<file path="src/rtl/fetch_stream_if.sv">
// fetch_stream bundle types and port interface.
// Ports: fetch_req/fetch_rsp (fetch port), out_valid/out_inst/out_pc/out_ready (decode).
package fetch_stream_pkg;

    typedef struct packed {
        logic [31:0] pc;
        logic        valid;
    } inst_fetch_req_t;

    typedef struct packed {
        logic [31:0] inst;
        logic        done;
    } inst_fetch_rsp_t;

endpackage

interface fetch_stream_if;
    import fetch_stream_pkg::*;

    inst_fetch_req_t fetch_req;
    inst_fetch_rsp_t fetch_rsp;
    logic            out_valid;
    logic [31:0]     out_inst;
    logic [31:0]     out_pc;
    logic            out_ready;

    modport master (
        output fetch_req,
        input  fetch_rsp,
        output out_valid,
        output out_inst,
        output out_pc,
        input  out_ready
    );

    modport slave (
        input  fetch_req,
        output fetch_rsp,
        input  out_valid,
        input  out_inst,
        input  out_pc,
        output out_ready
    );

endinterface

</file>
<file path="src/rtl/fetch_stream.sv">
// Sequential instruction fetch sequencer with a small {inst, pc} output FIFO.
// Ports: clk, rst (async low), en, redirect_valid/redirect_pc, fs (fetch + decode), buf_count.
module fetch_stream
    import fetch_stream_pkg::*;
#(
    parameter int unsigned buf_depth = 4
) (
    input  logic                      clk,
    input  logic                      rst,
    input  logic                      en,
    input  logic                      redirect_valid,
    input  logic [31:0]               redirect_pc,
    fetch_stream_if.master            fs,
    output logic [$clog2(buf_depth):0] buf_count
);

    localparam int unsigned PW = $clog2(buf_depth);
    localparam int unsigned CW = PW + 1;
    localparam logic [CW-1:0] DEPTH_C = CW'(buf_depth);

    typedef enum logic [2:0] {
        IDLE,
        ISSUE,
        WAIT,
        STALL,
        FLUSH
    } state_t;

    state_t        state, state_n;
    logic [31:0]   cur_pc, cur_pc_n;
    logic [31:0]   tgt_pc, tgt_pc_n;
    logic [31:0]   mem_inst [buf_depth];
    logic [31:0]   mem_pc   [buf_depth];
    logic [PW-1:0] head, tail;
    logic [CW-1:0] count, count_n;
    logic          push, pop, done;
    logic [31:0]   rpc;

    assign rpc  = redirect_pc & ~32'h3;
    assign done = fs.fetch_rsp.done;

    assign fs.out_valid = (count != '0);
    assign fs.out_inst  = mem_inst[head];
    assign fs.out_pc    = mem_pc[head];
    assign buf_count    = count;

    // A redirect wipes the FIFO, so a pop in that cycle must not count.
    assign pop = fs.out_valid & fs.out_ready & ~redirect_valid;

    always_comb begin
        state_n            = state;
        cur_pc_n           = cur_pc;
        tgt_pc_n           = tgt_pc;
        push               = 1'b0;
        fs.fetch_req.pc    = cur_pc;
        fs.fetch_req.valid = 1'b0;
        count_n = count + {{(CW-1){1'b0}}, push} - {{(CW-1){1'b0}}, pop};
        unique case (state)
            IDLE: begin
                if (redirect_valid) begin
                    cur_pc_n = rpc;
                    state_n  = ISSUE;
                end
            end
            ISSUE: begin
                // done may still be high from the previous request here.
                fs.fetch_req.valid = 1'b1;
                if (redirect_valid) begin
                    tgt_pc_n = rpc;
                    state_n  = FLUSH;
                end else begin
                    state_n = WAIT;
                end
            end
            WAIT: begin
                fs.fetch_req.valid = 1'b1;
                if (redirect_valid) begin
                    if (done) begin
                        cur_pc_n = rpc;
                        state_n  = ISSUE;
                    end else begin
                        tgt_pc_n = rpc;
                        state_n  = FLUSH;
                    end
                end else if (done) begin
                    push     = 1'b1;
                    cur_pc_n = cur_pc + 32'd4;
                    count_n  = count + {{(CW-1){1'b0}}, 1'b1}
                                     - {{(CW-1){1'b0}}, pop};
                    state_n  = (count_n < DEPTH_C) ? ISSUE : STALL;
                end
            end
            STALL: begin
                if (redirect_valid) begin
                    cur_pc_n = rpc;
                    state_n  = ISSUE;
                end else if (count < DEPTH_C) begin
                    state_n = ISSUE;
                end
            end
            FLUSH: begin
                // The old request cannot be cancelled; hold it until done.
                fs.fetch_req.valid = 1'b1;
                if (done) begin
                    cur_pc_n = redirect_valid ? rpc : tgt_pc;
                    state_n  = ISSUE;
                end else if (redirect_valid) begin
                    tgt_pc_n = rpc;
                end
            end
            default: begin
                state_n = IDLE;
            end
        endcase
    end

    always_ff @(posedge clk or negedge rst) begin
        if (!rst) begin
            state  <= IDLE;
            cur_pc <= '0;
            tgt_pc <= '0;
            head   <= '0;
            tail   <= '0;
            count  <= '0;
            for (int i = 0; i < int'(buf_depth); i++) begin
                mem_inst[i] <= '0;
                mem_pc[i]   <= '0;
            end
        end else if (en) begin
            state  <= state_n;
            cur_pc <= cur_pc_n;
            tgt_pc <= tgt_pc_n;
            if (redirect_valid) begin
                head  <= '0;
                tail  <= '0;
                count <= '0;
            end else begin
                if (push) begin
                    mem_inst[tail] <= fs.fetch_rsp.inst;
                    mem_pc[tail]   <= cur_pc;
                    tail           <= tail + PW'(1);
                end
                if (pop) begin
                    head <= head + PW'(1);
                end
                count <= count_n;
            end
        end
    end

endmodule

</file>
<file path="src/flat_wrapper.sv">
// flat-port wrapper written by rule: the top's interface ports become plain ports
module fetch_stream_flat import fetch_stream_pkg::*;
#(
    parameter int unsigned buf_depth = 4
)
  (clk, rst, en, redirect_valid, redirect_pc, buf_count, fs_fetch_req, fs_fetch_rsp, fs_out_valid, fs_out_inst, fs_out_pc, fs_out_ready);
  fetch_stream_if fs_i ();
  input  logic clk;
  input  logic rst;
  input  logic en;
  input  logic redirect_valid;
  input  logic [31:0] redirect_pc;
  output logic [$clog2(buf_depth):0] buf_count;
  output wire logic [$bits(fs_i.fetch_req)-1:0] fs_fetch_req;
  input wire logic [$bits(fs_i.fetch_rsp)-1:0] fs_fetch_rsp;
  output wire logic [$bits(fs_i.out_valid)-1:0] fs_out_valid;
  output wire logic [$bits(fs_i.out_inst)-1:0] fs_out_inst;
  output wire logic [$bits(fs_i.out_pc)-1:0] fs_out_pc;
  input wire logic [$bits(fs_i.out_ready)-1:0] fs_out_ready;
  assign fs_fetch_req = fs_i.fetch_req;
  assign fs_i.fetch_rsp = fs_fetch_rsp;
  assign fs_out_valid = fs_i.out_valid;
  assign fs_out_inst = fs_i.out_inst;
  assign fs_out_pc = fs_i.out_pc;
  assign fs_i.out_ready = fs_out_ready;
  fetch_stream #(.buf_depth(buf_depth)) u_core (.clk(clk), .rst(rst), .en(en), .redirect_valid(redirect_valid), .redirect_pc(redirect_pc), .fs(fs_i), .buf_count(buf_count));
endmodule
</file>
<file path="config.mk">
export PLATFORM = sky130hd
export DESIGN_NAME = fetch_stream_flat
export DESIGN_NICKNAME = d
export VERILOG_FILES = /design/src/rtl/fetch_stream_if.sv /design/src/rtl/fetch_stream.sv /design/src/flat_wrapper.sv
export SDC_FILE = /design/constraint.sdc
export NUM_CORES = 1
export LEC_CHECK = 0
export CAP_MARGIN = 20
export CORE_ASPECT_RATIO = 1.25
export CORE_MARGIN = 2
export CORE_UTILIZATION = 45
export DETAILED_ROUTE_END_ITERATION = 6
export PLACE_DENSITY_LB_ADDON = 0.15
export SYNTH_ARGS = -nofsm -noshare
export SYNTH_HDL_FRONTEND = slang
export SYNTH_SLANG_ARGS = --single-unit
</file>
<file path="constraint.sdc">
create_clock -name clk -period 2.1 [get_ports clk]
set_input_delay 0.42 -clock clk [delete_from_list [all_inputs] [get_ports clk]]
set_output_delay 0.42 -clock clk [all_outputs]
set_load 0.03 [all_outputs]
</file>
==> results.json, run 1 <==
{
  "hp-class": "in -> async",
  "ys.flop_type": "dfrtp_1",
  "synth_area_leaders": "dfrtp_1 53%, mux2_2 20%, mux4_2 9.3%",
  "design_area_mm2": 0.02051,
  "power.leakage_nw": 9.595,
  "status": "complete, but fails checks",
  "n_antenna_cell": 0,
  "power_frac_comb_pct": 41.7,
  "worst_hold_slack_ns": 0.4706,
  "cts_root_buf": "clkbuf_16",
  "synthArstFlopShare_pct": 100.0,
  "final_common_cell": "dfrtp_1",
  "die_w_um": 169.7,
  "vias": 10491,
  "core_mm2": 0.03369,
  "synth_cell_types": 68,
  "grt_pass1_vias": 10857,
  "grt_antenna_before_repair": 0,
  "worst_pin_slew_ns": 0.6499,
  "synth_nets": 1191,
  "grt_setup_unrepaired": "yes",
  "grt_use_total_pct": 22.12,
  "r2r_slack_ns": 0.03,
  "slew_headroom_pct": 56.34,
  "slew_violations": 0,
  "path_max_fanout": 7,
  "synth_seq_cells": 330,
  "switching_share_pct": 34.28,
  "p_sw_mw": 9.014,
  "mostFrequentLayoutCells": "323 x dfrtp_1, 272 x mux2_2, 119 x buf_4",
  "r2r_end": "u_core.cur_pc[19]",
  "wire_per_inst_um": 21.33,
  "gp_congestion": 0.8750,
  "peakVddDrop_mv": 0.9126,
  "cp-start-kind": "flop",
  "dp_cells": 1747,
  "seq_power_share_pct": 33.4,
  "chipHeight_um": 211.2,
  "nets": 1466,
  "worst-setup-path-type": "reg -> out",
  "hold_viol_final": 0,
  "postLayoutCoreUtil_pct": 60.88,
  "drt_pass1_iterations": 7,
  "routed_wl_mm": 39.11,
  "cap_violations": 0,
  "ant_nets": 0,
  "h-tree-depth": 2,
  "violations": "setup timing",
  "yosysTopAreaCell": "dfrtp_1",
  "pin_count": 171,
  "power_frac_clock_pct": 24.9,
  "fmax_mhz": 407.0,
  "clk_pin_slew_worst_paths_ns": 0.06,
  "finalPower_mw": 26.29,
  "synth_warnings": 0,
  "area_delta_synth_final_pct": 32.76,
  "port_buffers": 168,
  "p_int_mw": 17.28,
  "cp_data_required_time_ns": 1.68,
  "rr_startpoint": "u_core.state[0]",
  "syn_avg_cell_area_um2": 13.89,
  "synth_edf_count": 0,
  "p_per_area_mw_per_mm2": 1282,
  "start_util_pct": 45.86,
  "synth_cells": 1112,
  "dp_hpwl_mm": 26.23,
  "cts_tree": "built",
  "synth_seq_area_share_pct": 53.45,
  "cp.arrival_ns": 2.04,
  "clock_latency_ns": 0.53,
  "vias_per_cell": 5.720,
  "cts_buffers": 36,
  "clockBufferDepth": 3,
  "clkSinkCount": 330,
  "drc": 0,
  "overflow": 0,
  "synth_top_area_share_pct": 53.45,
  "fin_crit_sh_pct": 117.0,
  "cp-end-kind": "primary output",
  "drive_gt1_share_pct": 46.85,
  "synthesis.area_mm2": 0.01545,
  "dieArea_mm2": 0.03584,
  "final_cells": 1834,
  "grt_max_degree": 68,
  "fp-row-count": 75,
  "setup_viol": 65,
  "finClkSkew_ns": 0.02050,
  "drt_iter0_markers": 677,
  "timing.final.crit_period_ns": 2.457,
  "fin_ws_ns": -0.3570,
  "placed_area_mm2": 0.01870,
  "rr_worst_depth": 7,
  "grt_pass1_wl_mm": 61.63
}
## power by group through the flow
stage | registers [mW] | clock network (mW) | logic (mW)
6_report | 8.78 | 6.55 | 11.0
5_1_grt | 8.95 | 7.01 | 11.7
4_1_cts | 8.74 | 6.75 | 10.7
3_5_place_dp | 8.87 | 0 | 10.1
3_3_place_gp | 8.82 | 0 | 10.0
2_1_floorplan | 9.11 | 0 | 5.39
## cell usage after synthesis (all sizes together) (6+ instances only)
cell type and count:
nand2 52, nor2 17, nor4 6, and4 6
xor2 8, o22ai 13, dfrtp 330, a21oi 29
and2 7, nor3 15, mux2 272, ha 9
nand3 19, o21ai 43, clkbuf 32, o221ai 10
mux4 64, nand4 13, o2bb2ai 6, inv 13
buf 59
## critical path, cell delays in order (launching register included)
cell     delay, ns
dfrtp_4       0.51
buf_12        0.16
buf_12        0.14
buf_8         0.12
mux4_2        0.43
buf_6         0.16
## cells by family (layout without fill, tap and decap cells)
group	after synthesis	in the layout	share of synthesized area, %
fa+ha+maj	9	9	0.7289
compound gates	161	161	7.111
xor+xnor	11	11	0.6236
simple gates	159	159	5.458
buf+inv	104	403	3.345
flops	330	330	53.45
mux	338	338	29.28
## per-layer routing
layer	global-route usage (%)	vias up	part of all wire [%]
li1	-	4761	-
met1	29.42	5403	43
met2	37.72	275	50
met3	3.804	52	5.0
met4	5.836	0	2.0
met5	0	-	0
## stage by stage
stage	worst slack (ns)	TNS, ns
6_report	-0.3570	-18.57
2_1_floorplan	-0.01916	-0.3931
3_3_place_gp	-0.3901	-53.92
5_1_grt	-0.4091	-22.10
3_5_place_dp	-0.3947	-63.29
4_1_cts	-0.3811	-20.84
## worst max path at each step
stage                              start                 to  slack, ns  depth (start not counted)
after floorplan           u_core.head[0]      fs_out_pc[10]      -0.02                          4
after global placement    redirect_valid  u_core.cur_pc[27]      -0.39                          6
after detailed placement  redirect_valid  u_core.cur_pc[27]      -0.39                          6
after CTS                 u_core.head[0]      fs_out_pc[29]      -0.38                          5
after global routing      u_core.head[0]      fs_out_pc[29]      -0.41                          5
final                     u_core.head[0]      fs_out_pc[29]      -0.36                          5
## cell type report
class	instances	area [um^2]
clock buffer	47	1013
multi-input combinational	678	6844
clock inverter	15	214.0
tap	423	529.3
fill	2711	13180
sequential	330	8272
inverter	13	48.80
timing repair buffer	328	3590
## state kept, by name, indices dropped and copies added, names as in the netlist
signal / flops
u_core.tgt_pc: 32
u_core.mem_pc: 128
u_core.buf_count: 3
u_core.state: 3
u_core.head: 2
u_core.cur_pc: 32
u_core.tail: 2
u_core.mem_inst: 128
## timing repair
action	in CTS	in global routing
gates cloned	4	2
resized for setup	241	38
pin swaps	4	14
endpoints found under the hold margin	53	0
buffers inserted	12	7
hold buffers	1	0
endpoints found under the setup margin	97	115
Power figures use the tool's default switching activity.
==> run 2, diff against run 1 <==
--- a/config.mk
+++ b/config.mk
@@ -11,6 +11,7 @@
 export CORE_UTILIZATION = 45
 export DETAILED_ROUTE_END_ITERATION = 6
 export PLACE_DENSITY_LB_ADDON = 0.15
+export SLEW_MARGIN = 30
 export SYNTH_ARGS = -nofsm -noshare
 export SYNTH_HDL_FRONTEND = slang
 export SYNTH_SLANG_ARGS = --single-unit
==> results of run 2 <==
Final layout, timing and power as in run 1 (identical DEF).
==> run 3, diff against run 2 <==
--- a/config.mk
+++ b/config.mk
@@ -5,7 +5,7 @@
 export SDC_FILE = /design/constraint.sdc
 export NUM_CORES = 1
 export LEC_CHECK = 0
-export CAP_MARGIN = 20
+export CAP_MARGIN = 40
 export CORE_ASPECT_RATIO = 1.25
 export CORE_MARGIN = 2
 export CORE_UTILIZATION = 45
==> results of run 3 <==
Final layout, timing and power as in run 1 (identical DEF).
